<file path="src/rtl/bp_me_cce_mem_arbiter_if.sv">
// CCE-side and memory-side command/response bundle shared between the
// multi-CCE arbiter and whatever drives its CCE and memory ports.
interface bp_me_cce_mem_arbiter_if #(
  parameter int num_cce_p       = 4,
  parameter int mem_msg_width_p = 64
);
  logic [num_cce_p*mem_msg_width_p-1:0] cce_mem_cmd_i;
  logic [num_cce_p-1:0]                 cce_mem_cmd_v_i;
  logic [num_cce_p-1:0]                 cce_mem_cmd_yumi_o;
  logic [mem_msg_width_p-1:0]           cce_mem_resp_o;
  logic [num_cce_p-1:0]                 cce_mem_resp_v_o;
  logic [num_cce_p-1:0]                 cce_mem_resp_ready_i;
  logic [mem_msg_width_p-1:0]           mem_cmd_o;
  logic                                 mem_cmd_v_o;
  logic                                 mem_cmd_ready_i;
  logic [mem_msg_width_p-1:0]           mem_resp_i;
  logic                                 mem_resp_v_i;
  logic                                 mem_resp_yumi_o;

  modport master (
    input  cce_mem_cmd_i, cce_mem_cmd_v_i, cce_mem_resp_ready_i,
           mem_cmd_ready_i, mem_resp_i, mem_resp_v_i,
    output cce_mem_cmd_yumi_o, cce_mem_resp_o, cce_mem_resp_v_o,
           mem_cmd_o, mem_cmd_v_o, mem_resp_yumi_o
  );

  modport slave (
    output cce_mem_cmd_i, cce_mem_cmd_v_i, cce_mem_resp_ready_i,
           mem_cmd_ready_i, mem_resp_i, mem_resp_v_i,
    input  cce_mem_cmd_yumi_o, cce_mem_resp_o, cce_mem_resp_v_o,
           mem_cmd_o, mem_cmd_v_o, mem_resp_yumi_o
  );
endinterface

</file>
<file path="src/rtl/bp_me_cce_mem_arbiter.sv">
// Round-robin arbiter sharing one CCE-MEM port among num_cce_p CCEs; an in-order
// tag FIFO of grant IDs steers each memory response back to the CCE that issued it.
module bp_me_cce_mem_arbiter #(
  parameter int  num_cce_p         = 4,
  parameter int  mem_msg_width_p   = 64,
  parameter int  max_outstanding_p = 8,
  localparam int cnt_width_lp      = $clog2(max_outstanding_p+1),
  localparam int id_width_lp       = $clog2(num_cce_p),
  localparam int ptr_width_lp      = $clog2(max_outstanding_p)
) (
  input  logic                     clk_i,
  input  logic                     reset_i,
  bp_me_cce_mem_arbiter_if.master  bus,
  output logic [cnt_width_lp-1:0]  outstanding_o,
  output logic                     idle_o,
  output logic                     error_o
);

  logic [mem_msg_width_p-1:0] cmd_lane [num_cce_p];
  logic [mem_msg_width_p-1:0] cmd_r;
  logic                       cmd_full_r;
  logic [id_width_lp-1:0]     last_r;
  logic [id_width_lp-1:0]     tag_mem [max_outstanding_p];
  logic [ptr_width_lp-1:0]    head_r;
  logic [ptr_width_lp-1:0]    tail_r;
  logic [cnt_width_lp-1:0]    count_r;
  logic                       error_r;

  logic                       cmd_xfer;
  logic                       fifo_empty;
  logic                       grant_en;
  logic                       grant_found;
  logic                       grant;
  logic [id_width_lp-1:0]     grant_id;
  logic [id_width_lp-1:0]     scan_id;
  logic [id_width_lp-1:0]     head_id;
  logic                       resp_active;
  logic                       pop;

  function automatic logic [ptr_width_lp-1:0] next_ptr(input logic [ptr_width_lp-1:0] p);
    return (p == ptr_width_lp'(max_outstanding_p-1)) ? '0 : p + ptr_width_lp'(1);
  endfunction

  for (genvar k = 0; k < num_cce_p; k++) begin : g_lane
    assign cmd_lane[k] = bus.cce_mem_cmd_i[k*mem_msg_width_p +: mem_msg_width_p];
  end

  // Slot availability looks only at the registered count, so a response
  // popping in the same cycle cannot be reused by a grant until next cycle.
  assign cmd_xfer   = cmd_full_r & bus.mem_cmd_ready_i;
  assign fifo_empty = (count_r == '0);
  assign grant_en   = (~cmd_full_r | cmd_xfer) & (count_r < cnt_width_lp'(max_outstanding_p));

  always_comb begin
    grant_found = 1'b0;
    grant_id    = '0;
    scan_id     = last_r;
    for (int i = 0; i < num_cce_p; i++) begin
      scan_id = (scan_id == id_width_lp'(num_cce_p-1)) ? '0 : scan_id + id_width_lp'(1);
      if (!grant_found && bus.cce_mem_cmd_v_i[scan_id]) begin
        grant_found = 1'b1;
        grant_id    = scan_id;
      end
    end
  end

  assign grant       = grant_found & grant_en & ~reset_i;
  assign head_id     = tag_mem[head_r];
  assign resp_active = bus.mem_resp_v_i & ~fifo_empty;
  assign pop         = resp_active & bus.cce_mem_resp_ready_i[head_id];

  always_comb begin
    bus.cce_mem_cmd_yumi_o = '0;
    bus.cce_mem_resp_v_o   = '0;
    if (grant) begin
      bus.cce_mem_cmd_yumi_o[grant_id] = 1'b1;
    end
    if (resp_active) begin
      bus.cce_mem_resp_v_o[head_id] = 1'b1;
    end
  end

  always_ff @(posedge clk_i or posedge reset_i) begin
    if (reset_i) begin
      cmd_r      <= '0;
      cmd_full_r <= 1'b0;
      last_r     <= id_width_lp'(num_cce_p-1);
      error_r    <= 1'b0;
    end else begin
      if (grant) begin
        cmd_r      <= cmd_lane[grant_id];
        cmd_full_r <= 1'b1;
        last_r     <= grant_id;
      end else if (cmd_xfer) begin
        cmd_full_r <= 1'b0;
      end
      if (bus.mem_resp_v_i && fifo_empty) begin
        error_r <= 1'b1;
      end
    end
  end

  always_ff @(posedge clk_i or posedge reset_i) begin
    if (reset_i) begin
      head_r  <= '0;
      tail_r  <= '0;
      count_r <= '0;
    end else begin
      if (grant) begin
        tail_r <= next_ptr(tail_r);
      end
      if (pop) begin
        head_r <= next_ptr(head_r);
      end
      if (grant && !pop) begin
        count_r <= count_r + cnt_width_lp'(1);
      end else if (!grant && pop) begin
        count_r <= count_r - cnt_width_lp'(1);
      end
    end
  end

  // Tag storage needs no reset; entries are only read below the count.
  always_ff @(posedge clk_i) begin
    if (grant) begin
      tag_mem[tail_r] <= grant_id;
    end
  end

  assign bus.mem_cmd_v_o     = cmd_full_r;
  assign bus.mem_cmd_o       = cmd_r;
  assign bus.cce_mem_resp_o  = bus.mem_resp_i;
  assign bus.mem_resp_yumi_o = pop;
  assign outstanding_o       = count_r;
  assign idle_o              = ~cmd_full_r & fifo_empty;
  assign error_o             = error_r;

endmodule

</file>
<file path="src/flat_wrapper.sv">
// flat-port wrapper written by rule: the top's interface ports become plain ports
module bp_me_cce_mem_arbiter_flat 
#(
  parameter int  num_cce_p         = 4,
  parameter int  mem_msg_width_p   = 64,
  parameter int  max_outstanding_p = 8,
  localparam int cnt_width_lp      = $clog2(max_outstanding_p+1),
  localparam int id_width_lp       = $clog2(num_cce_p),
  localparam int ptr_width_lp      = $clog2(max_outstanding_p)
)
  (clk_i, reset_i, outstanding_o, idle_o, error_o, bus_cce_mem_cmd_i, bus_cce_mem_cmd_v_i, bus_cce_mem_resp_ready_i, bus_mem_cmd_ready_i, bus_mem_resp_i, bus_mem_resp_v_i, bus_cce_mem_cmd_yumi_o, bus_cce_mem_resp_o, bus_cce_mem_resp_v_o, bus_mem_cmd_o, bus_mem_cmd_v_o, bus_mem_resp_yumi_o);
  bp_me_cce_mem_arbiter_if #(.num_cce_p(num_cce_p), .mem_msg_width_p(mem_msg_width_p)) bus_i ();
  input  logic clk_i;
  input  logic reset_i;
  output logic [cnt_width_lp-1:0] outstanding_o;
  output logic idle_o;
  output logic error_o;
  input wire logic [$bits(bus_i.cce_mem_cmd_i)-1:0] bus_cce_mem_cmd_i;
  input wire logic [$bits(bus_i.cce_mem_cmd_v_i)-1:0] bus_cce_mem_cmd_v_i;
  input wire logic [$bits(bus_i.cce_mem_resp_ready_i)-1:0] bus_cce_mem_resp_ready_i;
  input wire logic [$bits(bus_i.mem_cmd_ready_i)-1:0] bus_mem_cmd_ready_i;
  input wire logic [$bits(bus_i.mem_resp_i)-1:0] bus_mem_resp_i;
  input wire logic [$bits(bus_i.mem_resp_v_i)-1:0] bus_mem_resp_v_i;
  output wire logic [$bits(bus_i.cce_mem_cmd_yumi_o)-1:0] bus_cce_mem_cmd_yumi_o;
  output wire logic [$bits(bus_i.cce_mem_resp_o)-1:0] bus_cce_mem_resp_o;
  output wire logic [$bits(bus_i.cce_mem_resp_v_o)-1:0] bus_cce_mem_resp_v_o;
  output wire logic [$bits(bus_i.mem_cmd_o)-1:0] bus_mem_cmd_o;
  output wire logic [$bits(bus_i.mem_cmd_v_o)-1:0] bus_mem_cmd_v_o;
  output wire logic [$bits(bus_i.mem_resp_yumi_o)-1:0] bus_mem_resp_yumi_o;
  assign bus_i.cce_mem_cmd_i = bus_cce_mem_cmd_i;
  assign bus_i.cce_mem_cmd_v_i = bus_cce_mem_cmd_v_i;
  assign bus_i.cce_mem_resp_ready_i = bus_cce_mem_resp_ready_i;
  assign bus_i.mem_cmd_ready_i = bus_mem_cmd_ready_i;
  assign bus_i.mem_resp_i = bus_mem_resp_i;
  assign bus_i.mem_resp_v_i = bus_mem_resp_v_i;
  assign bus_cce_mem_cmd_yumi_o = bus_i.cce_mem_cmd_yumi_o;
  assign bus_cce_mem_resp_o = bus_i.cce_mem_resp_o;
  assign bus_cce_mem_resp_v_o = bus_i.cce_mem_resp_v_o;
  assign bus_mem_cmd_o = bus_i.mem_cmd_o;
  assign bus_mem_cmd_v_o = bus_i.mem_cmd_v_o;
  assign bus_mem_resp_yumi_o = bus_i.mem_resp_yumi_o;
  bp_me_cce_mem_arbiter #(.num_cce_p(num_cce_p), .mem_msg_width_p(mem_msg_width_p), .max_outstanding_p(max_outstanding_p)) u_core (.clk_i(clk_i), .reset_i(reset_i), .bus(bus_i), .outstanding_o(outstanding_o), .idle_o(idle_o), .error_o(error_o));
endmodule
</file>
<file path="config.mk">
export PLATFORM = sky130hd
export DESIGN_NAME = bp_me_cce_mem_arbiter_flat
export DESIGN_NICKNAME = d
export VERILOG_FILES = /design/src/rtl/bp_me_cce_mem_arbiter_if.sv /design/src/rtl/bp_me_cce_mem_arbiter.sv /design/src/flat_wrapper.sv
export SDC_FILE = /design/constraint.sdc
export NUM_CORES = 1
export LEC_CHECK = 0
export CORE_AREA = 2 2 186 188
export CTS_CLUSTER_SIZE = 14
export DETAILED_ROUTE_END_ITERATION = 10
export DIE_AREA = 0 0 188 190
export DONT_BUFFER_PORTS = 1
export PLACE_DENSITY = 0.38
export SYNTH_ARGS = -nofsm -noshare
export SYNTH_HDL_FRONTEND = slang
export SYNTH_SLANG_ARGS = --single-unit
</file>
<file path="constraint.sdc">
create_clock -name clk_i -period 5.4 [get_ports clk_i]
set_input_delay 0.81 -clock clk_i [delete_from_list [all_inputs] [get_ports clk_i]]
set_output_delay 0.81 -clock clk_i [all_outputs]
set_load 0.01 [all_outputs]
</file>
## Word-level counts from Yosys, hierarchy flattened

Memories as Yosys holds them, arrays and structs flattened.
Index checks and enable logic that the tools add are counted.

- $add $sub $neg: 8
- Magnitude comparators: 10
- Equality and inequality tests: 6
- Muxes and demuxes: 39
- Bitwise gates (word level): 12
- Reductions and logical operators: 16

Operator list:

| kind | count |
|---|---|
| $bmux 64 s2 | 1 |
| $mux 64 | 2 |
| $lt 2x3->1 const B | 6 |
| $mux 2 | 8 |
| $mux 4 | 4 |
| $mux 1 | 15 |
| $bmux 1 s2 | 5 |
| $add 2x1->2 const B | 4 |
| $eq 2x2->1 const B | 4 |
| $logic_and 1x1->1 | 8 |
| $and 1x1->1 | 7 |
| $add 3x1->3 const B | 2 |
| $eq 3x3->1 const B | 2 |
| $mux 3 | 2 |
| $logic_not 1->1 | 5 |
| $add 4x1->4 const B | 1 |
| $demux 1 s2 | 2 |
| $ge 2x1->1 const B | 2 |
| $logic_not 4->1 | 1 |
| $lt 4x4->1 const B | 1 |
| $reduce_bool 2->1 | 2 |
| $sub 4x1->4 const B | 1 |
| $ge 3x3->1 const B | 1 |
| $not 1->1 | 3 |
| other kinds (2) | 2 |

- Bits in registers: 78
- Memory bits (writable): 16
- Bits of input ports: 332
- Word-level logic and storage cells: 99
- Memories: 1

Memories:

| memory | depth | bits a word | rd ports | clocked after memory_dff | write ports | line | text |
|---|---|---|---|---|---|---|---|
| u_core.tag_mem | 8 | 2 | 1 | 0 | 1 | bp_me_cce_mem_arbiter.sv:23 | `logic [id_width_lp-1:0] tag_mem [max_outstanding_p];` |

## Depth between registers and ports, before layout

- Depth in word-level cells: 20
- Mapped depth: 13
- Mapped depth without buffers: 12

## Least setup slack after synthesis

No wires, ideal clock.

- Path type: in2out
- Start: in bus_cce_mem_cmd_v_i[1]
- End: out bus_cce_mem_cmd_yumi_o[0]
- Arrival time: 2.596 ns
- Slack: 1.994 ns
- Stages on the path: 7
- Path buffers: 3
- Cells stage by stage: clkbuf_1 or3b_2 clkbuf_1 clkbuf_1 o21ai_0 inv_1 nor3_1

- Longest elaborated chain between the ends: 17
- Elaborated cells on any way between the ends: 30
- Classes of those cells: 2 x order compare; 19 x mux; 2 x bitwise; 7 x reduce/logical

Ends and longest elaborated chain:

| what | line | text |
|---|---|---|
| from (decl) | flat_wrapper.sv:19 | `input wire logic [$bits(bus_i.cce_mem_cmd_v_i)-1:0] bus_cce_mem_cmd_v_i;` |
| $bmux 1 s2 | bp_me_cce_mem_arbiter.sv:60 | `if (!grant_found && bus.cce_mem_cmd_v_i[scan_id]) begin` |
| $mux 1 (implied by the code) | bp_me_cce_mem_arbiter.sv:60 |  |
| $mux 1 | bp_me_cce_mem_arbiter.sv:60 |  |
| $logic_not 1->1 | bp_me_cce_mem_arbiter.sv:60 |  |
| $logic_and 1x1->1 | bp_me_cce_mem_arbiter.sv:60 |  |
| $mux 1 | bp_me_cce_mem_arbiter.sv:60 |  |
| $logic_not 1->1 | bp_me_cce_mem_arbiter.sv:60 |  |
| $logic_and 1x1->1 | bp_me_cce_mem_arbiter.sv:60 |  |
| (+2 left out) | -- |  |
| $logic_and 1x1->1 | bp_me_cce_mem_arbiter.sv:60 |  |
| $mux 2 (*) | bp_me_cce_mem_arbiter.sv:60 |  |
| via u_core.grant_id[0] | bp_me_cce_mem_arbiter.sv:34 | `logic [id_width_lp-1:0] grant_id;` |
| $lt 2x3->1 (implied by the code) or $ge 2x1->1 (tied branches) | bp_me_cce_mem_arbiter.sv:76 | `bus.cce_mem_cmd_yumi_o[grant_id] = 1'b1;` |
| $logic_and 1x1->1 (implied by the code) | bp_me_cce_mem_arbiter.sv:76 |  |
| $mux 1 (implied by the code) | bp_me_cce_mem_arbiter.sv:76 |  |
| $demux 1 s2 (*) | -- |  |
| $mux 4 (*) | bp_me_cce_mem_arbiter.sv:75 | `if (grant) begin` |
| to (decl) | flat_wrapper.sv:24 | `output wire logic [$bits(bus_i.cce_mem_cmd_yumi_o)-1:0] bus_cce_mem_cmd_yumi_o;` |

The timed path passes the listed nets; every way through them passes the cells marked *. The select of a mux whose other input is x is not followed.

## Worst setup path in the final report

- Start: reg u_core.last_r[0]
- End: out bus_cce_mem_cmd_yumi_o[2]

- Longest elaborated chain between the ends: 19
- Elaborated cells on any way between the ends: 42
- Classes of those cells: 4 x add/sub; 2 x order compare; 4 x eq/ne; 23 x mux; 2 x bitwise; 7 x reduce/logical

Ends and longest elaborated chain:

| what | line | text |
|---|---|---|
| from (decl) | bp_me_cce_mem_arbiter.sv:22 | `logic [id_width_lp-1:0] last_r;` |
| from (signal assigned) | bp_me_cce_mem_arbiter.sv:87 | `last_r <= id_width_lp'(num_cce_p-1);` |
| from (signal assigned) | bp_me_cce_mem_arbiter.sv:93 | `last_r <= grant_id;` |
| $add 2x1->2 or $eq 2x2->1 (tied branches) | bp_me_cce_mem_arbiter.sv:59 | `scan_id = (scan_id == id_width_lp'(num_cce_p-1)) ? '0 : scan_id + id_width_lp'(1);` |
| $mux 2 (*) | bp_me_cce_mem_arbiter.sv:59 |  |
| parallel branches: the longest is 11 deep, another holds $add 2x1->2 | -- |  |
| $mux 2 (*) | bp_me_cce_mem_arbiter.sv:60 |  |
| via u_core.grant_id[0] | bp_me_cce_mem_arbiter.sv:34 |  |
| $lt 2x3->1 (implied by the code) or $ge 2x1->1 (tied branches) | bp_me_cce_mem_arbiter.sv:76 |  |
| $logic_and 1x1->1 (implied by the code) | bp_me_cce_mem_arbiter.sv:76 |  |
| $mux 1 (implied by the code) | bp_me_cce_mem_arbiter.sv:76 |  |
| $demux 1 s2 (*) | -- |  |
| $mux 4 (*) | bp_me_cce_mem_arbiter.sv:75 |  |

Mark *: on every way through the listed nets, which the timed path passes. The select of a mux whose other input is x is not followed.

==> out/results.txt <==
Worst hold path class: primary input to async pin
Initial core utilization: 0.280
ANT nets after route: 0
Seq pwr share: 0.279
CTS resizes: 0
Global route overflow: 0
DRT Pass-1 Iters: 5
Synthesized instance count: 1194
FF-to-FF path depth: 8
Min Tclk post-route: 4.13 ns
DRT Wirelength: 36900 µm
Critical path launch point: u_core.last_r[0]
Core area: 0.0339 mm²
Power, Total: 5.26 mW
Postcts setup bufs: 0
Critical path depth: 8
Logic gate share of total power: 0.594
Max clock buf depth: 2
Async SR Flop Fraction: 0.830
Clock skew: 0.0174 ns
Clock-pin slew on the worst setup and hold paths: 0.09 ns
Max-cap check violation count: 0
H-Tree Depth: 3
Layout area overhead: 0.487%
First-pass GRT wire length: 56400 µm
CTS tree: done
Setup crit end kind: primary output
Worst vdd ir: 261 µV
Root Buffer: clkbuf_16
P_int: 2.56 mW
Mapped Area: 0.00951 mm²
Setup TNS: 0 ns
Clock power frac: 0.128
Most used DFF post-synth: dfrtp_1
Die area: 0.0357 mm²
Sw frac: 0.514
Yosys cell types: 49
Warnings from Yosys: 0
Chip width: 188 µm
Kind of critical path: register to primary output
1st-iter DRT viols: 639
GR met2 Demand/Resource: 0.311
Final #Nets: 1345
Most frequent cells after synthesis: clkbuf_1 (137), nor3_1 (136), o21ai_0 (136)
Share of cells above drive strength 1: 0.0535
Synth Register Bits: 94
Top cell type's share of synthesized area: 0.200
# DRC: 0
Fmax: 0.242 GHz
GRT Total Usage: 0.198
Net switching power figure: 2.70 mW
Cell family with most CP delay: compound AO/OA/AOI/OAI gates
Unrepaired setup endpoints after global routing: no
Endpoints failing hold: 0
Reg2reg start: u_core.last_r[0]
Clock insertion delay at the later pin of the skew report: 0.38 ns
Clk sink count: 94
Critical Path RT: 4.59 ns
# hold bufs at CTS: 0
Sequential fraction of the synthesis area: 0.256
Syn Area/Cell: 7.97 µm²
WP data arrival: 3.32 ns
Met3 Usage GRT: 0.0607
Top Usage Layer GRT: met2
CP bufs+invs: 2
Final period util: 0.765
Startpoint types: register
Placer Congestion: 0.758
Largest net degree at the start of global routing: 257
Number of global-route vias before repair: 8826
CP max stage delay: 0.71 ns
Met1 Usage GRT: 0.260
Crit-path max FO: 58
Top-count cell post-synth: clkbuf_1
Fin Hold WS: 0.376 ns
Critical-path top delay cell: dfstp_2
Clock buffer count from CTS: 9
Wire length per cell: 25.1 µm
Placed Cells: 1448
Status: finished clean
Setup violations, final: 0
Worst-Margin Slew: 1.40 ns
DR vias/cell: 6.23
Top cells by area, synth: dfrtp_1 (20%), o2bb2ai_1 (12%), nor3b_1 (10%)
Die height: 190 µm
Hpwl dp: 23000 µm
Final Max Tran Viols: 0
IO Port Bufs: 0
Routed vias: 9155
Cell Chain, Critical Path: ha_1 -> nand2b_1 -> a221o_4 -> o21ai_0 -> o21ai_0 -> buf_4 -> inv_1 -> nor3_1
Post-Syn Nets: 1535
Initial antenna violation count: 5
Synth area leader: dfrtp_1
CP dominant cell by count: o21ai_0
Leak: 2.93 nW
# rows: 68
# IOs: 476
Max-slew headroom: 0.0665
PD cells: 550 mW/mm²
EDFF count, synth: 16
Final non-filler cell total: 1469
## cell usage in the layout, fill, tap and decap left out, types with 2 or more instances in the layout
cell type and instances:
o211ai_1 128, o2bb2ai_1 128, buf_4 14, diode_2 5, edfxtp_1 16, dfstp_2 2
nor3_1 136, ha_1 8, a21o_1 3, o21ai_0 136, nor2_1 8, xnor2_1 3
buf_12 4, mux2_4 3, nor4b_1 3, nor2b_1 6, a21oi_1 2, o221ai_1 64
nand2_1 80, and2_1 3, nor4_1 3, mux2_2 2, dfrtp_1 76, inv_6 4
mux4_1 4, clkbuf_16 9, nor3b_1 131, inv_1 6
## through the flow
stage,cell area [µm²],setup slack (ns),utilization
after floorplan,9510,1.99,-
after global placement,9270,1.67,0.273
after detailed placement,9270,1.63,0.273
after CTS,9550,1.25,0.281
after global routing,9560,0.929,0.282
final,9560,1.27,0.282
## layer usage
layer / vias to the layer above / wire length (µm)
li1: 4241 / -
met1: 4549 / 16200
met2: 313 / 17000
met3: 50 / 2870
met4: 2 / 760
met5: - / 8
## registers in the layout (all words and copies together), names as in the netlist
name,flops
u_core.bus.mem_cmd_o,64
u_core.tag_mem,16
u_core.outstanding_o,4
u_core.head_r,3
u_core.tail_r,3
u_core.last_r,2
u_core.bus.mem_cmd_v_o,1
u_core.error_o,1
## kinds of logic (layout without fill, tap and decap cells)
kind of cell / Yosys count / count (layout) / synth area share
xor gates and xnor gates: 4 / 4 / 0.00368
AOI/OAI and AO/OA: 470 / 470 / 0.362
muxes: 11 / 11 / 0.0216
other: 0 / 5 / 0
buffers and inverters: 227 / 42 / 0.117
and+or+nand+nor: 379 / 379 / 0.227
adders and majority gates: 9 / 9 / 0.0126
DFF: 94 / 94 / 0.256
## power groups by stage
stage               Combinational [mW]  Clock (mW)  Sequential (mW)
floorplan                         2.56           0             1.33
global placement                  3.11           0             1.49
detailed placement                3.15           0             1.48
CTS                               3.16       0.702             1.47
global route                      3.53       0.725             1.50
finish                            3.12       0.672             1.47
## path summary, 6_finish.rpt
path                                              to  slack [ns]
hold / removal              u_core.bus.mem_cmd_o[36]        0.38
setup / recovery           bus_cce_mem_cmd_yumi_o[2]        1.27
min in group clk_i                  u_core.last_r[1]        0.46
setup reg to reg            u_core.bus.mem_cmd_o[59]        1.63
max in group asynchronous    u_core.bus.mem_cmd_o[5]        3.94
hold reg to reg                     u_core.last_r[1]        0.46
## layout make-up
type,instances,area (µm²)
fillers,3635,24400
multi-input cells,873,6040
flip-flops and latches,94,2430
well taps,455,569
clock buffers,10,229
repair buffers,18,185
clock inverters,6,51.3
inverters,8,32.5
diodes,5,12.5
## worst reg2reg max path: stages (launching register included)
cell       delay [ns]
dfstp_2          0.71
ha_1             0.40
nand2b_1         0.26
o2111ai_4        0.09
buf_4            0.65
buf_12           0.50
o2bb2ai_1        0.50
nor3b_1          0.37
o221ai_1         0.15
(Power assumes the default switching activity.)
